## config.mk

```make
export PLATFORM = sky130hd
export DESIGN_NAME = aska_pulse_monitor_flat
export DESIGN_NICKNAME = d
export VERILOG_FILES = /design/src/rtl/aska_pkg.sv /design/src/rtl/aska_pulse_monitor_if.sv /design/src/rtl/aska_sat_counter.sv /design/src/rtl/aska_pulse_monitor.sv /design/src/flat_wrapper.sv
export SDC_FILE = /design/constraint.sdc
export NUM_CORES = 1
export LEC_CHECK = 0
export BUFFER_PORTS_ARGS = -buffer_cell sky130_fd_sc_hd__buf_2
export CORE_ASPECT_RATIO = 0.75
export CORE_MARGIN = 5
export CORE_UTILIZATION = 50
export DETAILED_ROUTE_END_ITERATION = 8
export GPL_TIMING_DRIVEN = 0
export PLACE_DENSITY = 0.7
export SETUP_SLACK_MARGIN = 0.3
export SYNTH_ARGS = -nofsm -noshare
export SYNTH_HDL_FRONTEND = slang
export SYNTH_HIERARCHICAL = 1
export SYNTH_SLANG_ARGS = --single-unit
```

## constraint.sdc

```tcl
create_clock -name clk -period 3 [get_ports clk]
set_clock_uncertainty 0.1 [all_clocks]
set_input_delay 0.6 -clock clk [delete_from_list [all_inputs] [get_ports clk]]
set_output_delay 0.6 -clock clk [all_outputs]
set_load 0.03 [all_outputs]
```

## src/rtl/aska_pkg.sv

```systemverilog
// Shared types for the ASKA pulse monitor: FSM state encoding and fault bit positions.
package aska_pkg;

    typedef enum logic [2:0] {
        IDLE,
        WAIT,
        PH1,
        IPG,
        PH2,
        REST
    } state_t;

    localparam int FLT_OVERLAP = 0;
    localparam int FLT_IMBAL   = 1;
    localparam int FLT_MISSING = 2;
    localparam int FLT_TIMEOUT = 3;

endpackage

```

## src/rtl/aska_pulse_monitor_if.sv

```systemverilog
// Phase-strobe inputs and measurement-record outputs of the ASKA pulse monitor.
interface aska_pulse_monitor_if #(
    parameter int PW = 12,
    parameter int WW = 8
);
    import aska_pkg::*;

    // No valid/ready pair: meas_valid is a one-cycle strobe with no backpressure,
    // and the record fields stay stable until the next strobe.
    logic          enable;
    logic          phase_c;
    logic          phase_a;
    logic          meas_valid;
    logic [PW-1:0] period;
    logic [WW-1:0] width_c;
    logic [WW-1:0] gap;
    logic [WW-1:0] width_a;
    logic [3:0]    faults;
    logic          fault_sticky;
    state_t        state;
    logic [3:0]    sat;

    modport master (
        output enable, phase_c, phase_a,
        input  meas_valid, period, width_c, gap, width_a, faults, fault_sticky, state, sat
    );

    modport slave (
        input  enable, phase_c, phase_a,
        output meas_valid, period, width_c, gap, width_a, faults, fault_sticky, state, sat
    );

endinterface

```

## src/rtl/aska_sat_counter.sv

```systemverilog
// Saturating up-counter; a clear restarts the count and an increment in the
// same cycle counts that cycle, so the count includes the clearing sample.
module aska_sat_counter #(
    parameter int W = 8
) (
    input  logic         clk,
    input  logic         resetn,
    input  logic         clr_i,
    input  logic         inc_i,
    output logic [W-1:0] count_o,
    output logic         sat_o
);

    logic [W-1:0] count_q;
    logic [W-1:0] count_d;

    assign sat_o   = &count_q;
    assign count_o = count_q;

    always_comb begin
        count_d = count_q;
        if (clr_i) begin
            count_d = {{(W-1){1'b0}}, inc_i};
        end else if (inc_i && !sat_o) begin
            count_d = count_q + 1'b1;
        end
    end

    always_ff @(posedge clk or negedge resetn) begin
        if (!resetn) begin
            count_q <= '0;
        end else begin
            count_q <= count_d;
        end
    end

endmodule

```

## src/rtl/aska_pulse_monitor.sv

```systemverilog
// Biphasic pulse monitor: measures period, phase widths and gap per pulse and flags faults.
// Optional ASKA_PM_TIMEOUT_EN: emit a timeout record when the period counter saturates.
module aska_pulse_monitor
    import aska_pkg::*;
#(
    parameter int PW = 12,
    parameter int WW = 8
) (
    input logic                 clk,
    input logic                 resetn,
    aska_pulse_monitor_if.slave mon
);

    state_t        state_q, state_d;
    logic          phase_c_prev_q;
    logic          enable_prev_q;
    logic          overlap_q, overlap_d;
    logic          meas_valid_q;
    logic          fault_sticky_q, sticky_d;
    logic [PW-1:0] period_q;
    logic [WW-1:0] width_c_q, gap_q, width_a_q;
    logic [3:0]    faults_q, faults_d;

    logic          rise, active, pulse_start, clr, emit, timeout_hit, both_low;
    logic          inc_period, inc_wc, inc_gap, inc_wa;
    logic [PW-1:0] period_cnt;
    logic [WW-1:0] wc_cnt, gap_cnt, wa_cnt;
    logic          period_sat, wc_sat, gap_sat, wa_sat;

    always_comb begin
        rise        = mon.phase_c & ~phase_c_prev_q;
        active      = state_q inside {PH1, IPG, PH2, REST};
        pulse_start = mon.enable & rise & (state_q != IDLE);
        clr         = ~mon.enable | ~active | pulse_start;
        both_low    = ~mon.phase_c & ~mon.phase_a;

        // The rise sample belongs to the new pulse, so it never counts toward the old gap/anodic phase.
        inc_period = pulse_start | (mon.enable & active);
        inc_wc     = pulse_start | (mon.enable & (state_q == PH1) & mon.phase_c);
        inc_gap    = mon.enable & ~pulse_start & (state_q inside {PH1, IPG}) & both_low;
        inc_wa     = mon.enable & ~pulse_start & mon.phase_a &
                     (((state_q == PH1) & ~mon.phase_c) | (state_q inside {IPG, PH2}));
    end

    aska_sat_counter #(.W(PW)) u_period (
        .clk(clk), .resetn(resetn), .clr_i(clr), .inc_i(inc_period),
        .count_o(period_cnt), .sat_o(period_sat)
    );
    aska_sat_counter #(.W(WW)) u_width_c (
        .clk(clk), .resetn(resetn), .clr_i(clr), .inc_i(inc_wc),
        .count_o(wc_cnt), .sat_o(wc_sat)
    );
    aska_sat_counter #(.W(WW)) u_gap (
        .clk(clk), .resetn(resetn), .clr_i(clr), .inc_i(inc_gap),
        .count_o(gap_cnt), .sat_o(gap_sat)
    );
    aska_sat_counter #(.W(WW)) u_width_a (
        .clk(clk), .resetn(resetn), .clr_i(clr), .inc_i(inc_wa),
        .count_o(wa_cnt), .sat_o(wa_sat)
    );

    always_comb begin
        state_d     = state_q;
        emit        = 1'b0;
        timeout_hit = 1'b0;
        if (!mon.enable) begin
            state_d = IDLE;
        end else begin
            case (state_q)
                IDLE: state_d = WAIT;
                WAIT: if (rise) state_d = PH1;
                PH1:  if (!mon.phase_c) state_d = mon.phase_a ? PH2 : IPG;
                IPG: begin
                    if (rise) begin
                        emit    = 1'b1;
                        state_d = PH1;
                    end else if (mon.phase_a) begin
                        state_d = PH2;
                    end
                end
                PH2: begin
                    if (rise) begin
                        emit    = 1'b1;
                        state_d = PH1;
                    end else if (!mon.phase_a) begin
                        state_d = REST;
                    end
                end
                REST: begin
                    if (rise) begin
                        emit    = 1'b1;
                        state_d = PH1;
                    end
                end
                default: state_d = IDLE;
            endcase
`ifdef ASKA_PM_TIMEOUT_EN
            // A rise in the saturating cycle wins: the pulse record carries the saturated period.
            if (active && period_sat && !rise) begin
                emit        = 1'b1;
                timeout_hit = 1'b1;
                state_d     = WAIT;
            end
`endif
        end

        faults_d              = '0;
        faults_d[FLT_OVERLAP] = overlap_q | (mon.phase_c & mon.phase_a);
        faults_d[FLT_IMBAL]   = (wa_cnt != wc_cnt);
        faults_d[FLT_MISSING] = (wa_cnt == '0);
        faults_d[FLT_TIMEOUT] = timeout_hit;

        overlap_d = overlap_q;
        if (clr) begin
            overlap_d = pulse_start & mon.phase_c & mon.phase_a;
        end else if (active && mon.phase_c && mon.phase_a) begin
            overlap_d = 1'b1;
        end

        sticky_d = fault_sticky_q;
        if (mon.enable && !enable_prev_q) begin
            sticky_d = 1'b0;
        end else if (emit && (|faults_d)) begin
            sticky_d = 1'b1;
        end
    end

    always_ff @(posedge clk or negedge resetn) begin
        if (!resetn) begin
            state_q        <= IDLE;
            phase_c_prev_q <= 1'b0;
            enable_prev_q  <= 1'b0;
            overlap_q      <= 1'b0;
            meas_valid_q   <= 1'b0;
            fault_sticky_q <= 1'b0;
            period_q       <= '0;
            width_c_q      <= '0;
            gap_q          <= '0;
            width_a_q      <= '0;
            faults_q       <= '0;
        end else begin
            state_q        <= state_d;
            phase_c_prev_q <= mon.phase_c;
            enable_prev_q  <= mon.enable;
            overlap_q      <= overlap_d;
            meas_valid_q   <= emit;
            fault_sticky_q <= sticky_d;
            if (emit) begin
                period_q  <= period_cnt;
                width_c_q <= wc_cnt;
                gap_q     <= gap_cnt;
                width_a_q <= wa_cnt;
                faults_q  <= faults_d;
            end
        end
    end

    assign mon.meas_valid   = meas_valid_q;
    assign mon.period       = period_q;
    assign mon.width_c      = width_c_q;
    assign mon.gap          = gap_q;
    assign mon.width_a      = width_a_q;
    assign mon.faults       = faults_q;
    assign mon.fault_sticky = fault_sticky_q;
    assign mon.state        = state_q;
    assign mon.sat          = {wa_sat, gap_sat, wc_sat, period_sat};

endmodule

```

## src/flat_wrapper.sv

```systemverilog
// flat-port wrapper written by rule: the top's interface ports become plain ports
module aska_pulse_monitor_flat import aska_pkg::*;
#(
    parameter int PW = 12,
    parameter int WW = 8
)
  (clk, resetn, mon_enable, mon_phase_c, mon_phase_a, mon_meas_valid, mon_period, mon_width_c, mon_gap, mon_width_a, mon_faults, mon_fault_sticky, mon_state, mon_sat);
  aska_pulse_monitor_if #(.PW(PW), .WW(WW)) mon_i ();
  input logic clk;
  input logic resetn;
  input wire logic [$bits(mon_i.enable)-1:0] mon_enable;
  input wire logic [$bits(mon_i.phase_c)-1:0] mon_phase_c;
  input wire logic [$bits(mon_i.phase_a)-1:0] mon_phase_a;
  output wire logic [$bits(mon_i.meas_valid)-1:0] mon_meas_valid;
  output wire logic [$bits(mon_i.period)-1:0] mon_period;
  output wire logic [$bits(mon_i.width_c)-1:0] mon_width_c;
  output wire logic [$bits(mon_i.gap)-1:0] mon_gap;
  output wire logic [$bits(mon_i.width_a)-1:0] mon_width_a;
  output wire logic [$bits(mon_i.faults)-1:0] mon_faults;
  output wire logic [$bits(mon_i.fault_sticky)-1:0] mon_fault_sticky;
  output wire logic [$bits(mon_i.state)-1:0] mon_state;
  output wire logic [$bits(mon_i.sat)-1:0] mon_sat;
  assign mon_i.enable = mon_enable;
  assign mon_i.phase_c = mon_phase_c;
  assign mon_i.phase_a = mon_phase_a;
  assign mon_meas_valid = mon_i.meas_valid;
  assign mon_period = mon_i.period;
  assign mon_width_c = mon_i.width_c;
  assign mon_gap = mon_i.gap;
  assign mon_width_a = mon_i.width_a;
  assign mon_faults = mon_i.faults;
  assign mon_fault_sticky = mon_i.fault_sticky;
  assign mon_state = mon_i.state;
  assign mon_sat = mon_i.sat;
  aska_pulse_monitor #(.PW(PW), .WW(WW)) u_core (.clk(clk), .resetn(resetn), .mon(mon_i));
endmodule
```

==> results.cfg <==
[final_layout]
drive_above_1_share_pct = 29.8
antennaDiodeCount = 0
instances_no_fill = 565
design_area_um2 = 5060
area_growth_pct = 18.2
final_cell_mix = dfrtp_1 (82), buf_2 (53), mux2_2 (26)
mostFrequentLayoutCell = dfrtp_1
fin_nets = 463

[grt]
grt.total_usage_pct = 18.1
grt_util_met2_pct = 25.1
grt_pass1_wl_mm = 15.3
grt_max_degree = 70
busiest_layer = met1
grt_pass1_vias = 3030
overflow = 0
met3_usage_pct = 6.31
antenna_found_initial = 0
grt_use_met1_pct = 27.0

[synth]
synth_edf_count = 0
synthCells = 387
syn_area_per_cell_um2 = 11.1
ys_ff_latch = 83
synth_ff_type = dfrtp_1
netlist_area_um2 = 4280
ys_warn_count = 6
synth_nets = 398
synthDistinctLibCells = 59
async_flop_share_pct = 100
yosysSeqAreaShare_pct = 48.5

[critical_path]
criticalPathCategory = flop to output pin
max_stage_delay_ns = 0.40
start_kind = flop
path_max_fanout = 7
worst-path-buf-inv = 3
crit_required_ns = 2.30
path_delay_family = buffers and inverters
worstPathCellList = ha_1 -> nand3_2 -> nor4_4 -> buf_4 -> buf_4 -> buf_2
end_kind = output pin
crit_top_cell = buf_4
worstPathArrival_ns = 1.89
crit_slowest_cell = dfrtp_1

[timing]
hold_violations = 0
slew_violations = 0
period_share_pct = 86.3
max_freq_mhz = 386
setup_viol = 0
relSlewSlack_pct = 54.1
min_period_ns = 2.59
worst_pin_slew_ns = 0.683
rsz0062_at_grt = no

[cts]
h-tree-depth = 3
cts_tree = done
clk_path_buf_depth = 2
path_clk_slew_ns = 0.06
cts-root-buf = clkbuf_16
ctsHoldBuffers = 0
cts.sinks = 83
cts_buffers = 9
clkLatencyLatePin_ns = 0.34

[power]
leakagePower_uw = 0.00243
internal_power_uw = 2220
power.share.clock_pct = 37.2
power_switching_uw = 958
swShare_pct = 30.2
power_density_nw_per_um2 = 628
p_seq_share_pct = 39.8
peakVddDrop_mv = 0.414
comb_power_share_pct = 22.9

[min_path]
hold_path.class = input pin to async pin

[detailed_routing]
drt_pass1_iterations = 7
ant_nets = 0
drt_iter0_drc = 193
viasPerCell = 5.69
routedWlPerCell_um = 16.2
vias = 3214
drc = 0
wl_mm = 9.17

[run]
maxCapViolCount = 0

[floorplanning]
initial_core_util_pct = 50.8
coreArea_um2 = 8420
chipWidth_um = 117
die_h_um = 90.1
io_pins = 54
dieArea_um2 = 10500
placementRows = 29

[placed_design]
dpl.cell_count = 547
numPortBuffers = 51
gp_congestion = 0.933
dp_hpwl_mm = 6.34
place_area_um2 = 4700

[status]
status = complete, no violations
[path summary, 6_finish.rpt]
| kind | from | to | slack [ns] | depth (start not counted) |
|---|---|---|---|---|
| min | resetn | u_core/mon.state[2]$_DFFE_PN0P_ | 0.02 | 1 |
| min reg2reg | u_core/mon.width_a[5]$_DFFE_PN0P_ | u_core/mon.width_a[5]$_DFFE_PN0P_ | 0.40 | 1 |
| min in group clk | mon_phase_c | u_core/phase_c_prev_q$_DFF_PN0_ | 0.37 | 1 |
| max in group asynchronous | resetn | u_core/mon.gap[5]$_DFFE_PN0P_ | 2.18 | 2 |
| max | u_core/u_period/count_o[0]$_DFFE_PN0P_ | mon_sat[0] | 0.41 | 6 |
| max reg2reg | u_core/mon.state[2]$_DFFE_PN0P_ | u_core/u_period/count_o[5]$_DFFE_PN0P_ | 0.50 | 7 |
[synthesized netlist by cell type, drive strengths merged, types with 2 or more instances]
cell type | number | area (µm²)
dfrtp | 83 | 2080
mux2 | 37 | 454
a21oi | 25 | 136
nor2 | 20 | 75.1
buf | 19 | 143
nand2 | 18 | 67.6
inv | 17 | 63.8
nand2b | 13 | 83.8
nor3 | 13 | 65.1
mux2i | 10 | 100
nand4 | 10 | 62.6
o21ai | 10 | 50.0
nor4 | 9 | 71.3
nand3 | 8 | 60.1
xnor2 | 8 | 70.1
a211oi | 7 | 52.6
a31oi | 7 | 43.8
and3 | 6 | 37.5
and4 | 6 | 52.6
ha | 6 | 75.1
nor2b | 5 | 31.3
a21boi | 4 | 30.0
o41ai | 4 | 42.6
or2 | 4 | 25.0
or4 | 4 | 30.0
nand3b | 3 | 35.0
nor4b | 3 | 26.3
o211a | 3 | 30.0
o211ai | 3 | 22.5
o21bai | 3 | 22.5
a32o | 2 | 20.0
clkbuf | 2 | 7.51
o22ai | 2 | 12.5
o31ai | 2 | 15.0
[repair_timing]
item                                    4_1_cts  5_1_grt
resized for setup                             1        4
endpoints found under the setup margin        4        5
hold endpoints to repair                      0        0
buffers inserted                              0        2
pin swaps                                     1        1
[flip-flops by register name (all words and copies together) (netlist names), 8 cells and up]
| register | count |
|---|---|
| u_core/u_width_a/count_o | 8 |
| u_core/mon.width_a | 8 |
| u_core/mon.period | 12 |
| u_core/mon.gap | 8 |
| u_core/mon.width_c | 8 |
| u_core/u_period/count_o | 12 |
| u_core/u_gap/count_o | 8 |
| u_core/u_width_c/count_o | 8 |
[metrics by stage]
step / hold slack [ns] / total power, µW / util [%] / TNS [ns] / worst slack [ns]
2_1_floorplan: 0.204 / 1800 / - / 0 / 0.486
3_3_place_gp: 0.378 / 1980 / 55.5 / -0.227 / -0.101
3_5_place_dp: 0.378 / 2000 / 55.8 / -0.338 / -0.129
4_1_cts: 0.0141 / 3190 / 59.7 / 0 / 0.278
5_1_grt: 0.0170 / 3340 / 60.1 / 0 / 0.316
6_report: 0.0171 / 3180 / 60.1 / 0 / 0.411
[routing by layer]
layer,vias to the layer above,share of wire [%]
met1,1552,49
met3,4,6.2
met4,0,0.77
met2,100,44
met5,-,0
li1,1558,-
[logic make-up after synthesis]
| family | synth area share [%] |
|---|---|
| simple gates | 17.4 |
| xor+xnor | 1.64 |
| buf+inv | 5.00 |
| flops | 48.5 |
| mux | 12.9 |
| compound gates | 12.6 |
| fa+ha+maj | 1.75 |
| other cells | 0.0876 |
[power groups by stage]
stage,Sequential [µW],Combinational (µW),Clock [µW]
3_5_place_dp,1280,712,0
6_report,1270,729,1180
5_1_grt,1280,801,1260
3_3_place_gp,1280,697,0
4_1_cts,1270,720,1210
2_1_floorplan,1360,438,0
[layout make-up]
| cell class | count | area (µm²) |
|---|---|---|
| Fill cell | 699 | 3360 |
| Sequential cell | 83 | 2080 |
| Multi-Input combinational cell | 266 | 2010 |
| Timing Repair Buffer | 54 | 300 |
| Clock buffer | 12 | 246 |
| Buffer | 21 | 150 |
| Tap cell | 108 | 135 |
| Clock inverter | 4 | 73.8 |
| Inverter | 17 | 63.8 |
Note: power is estimated with default switching activity, not from simulation.
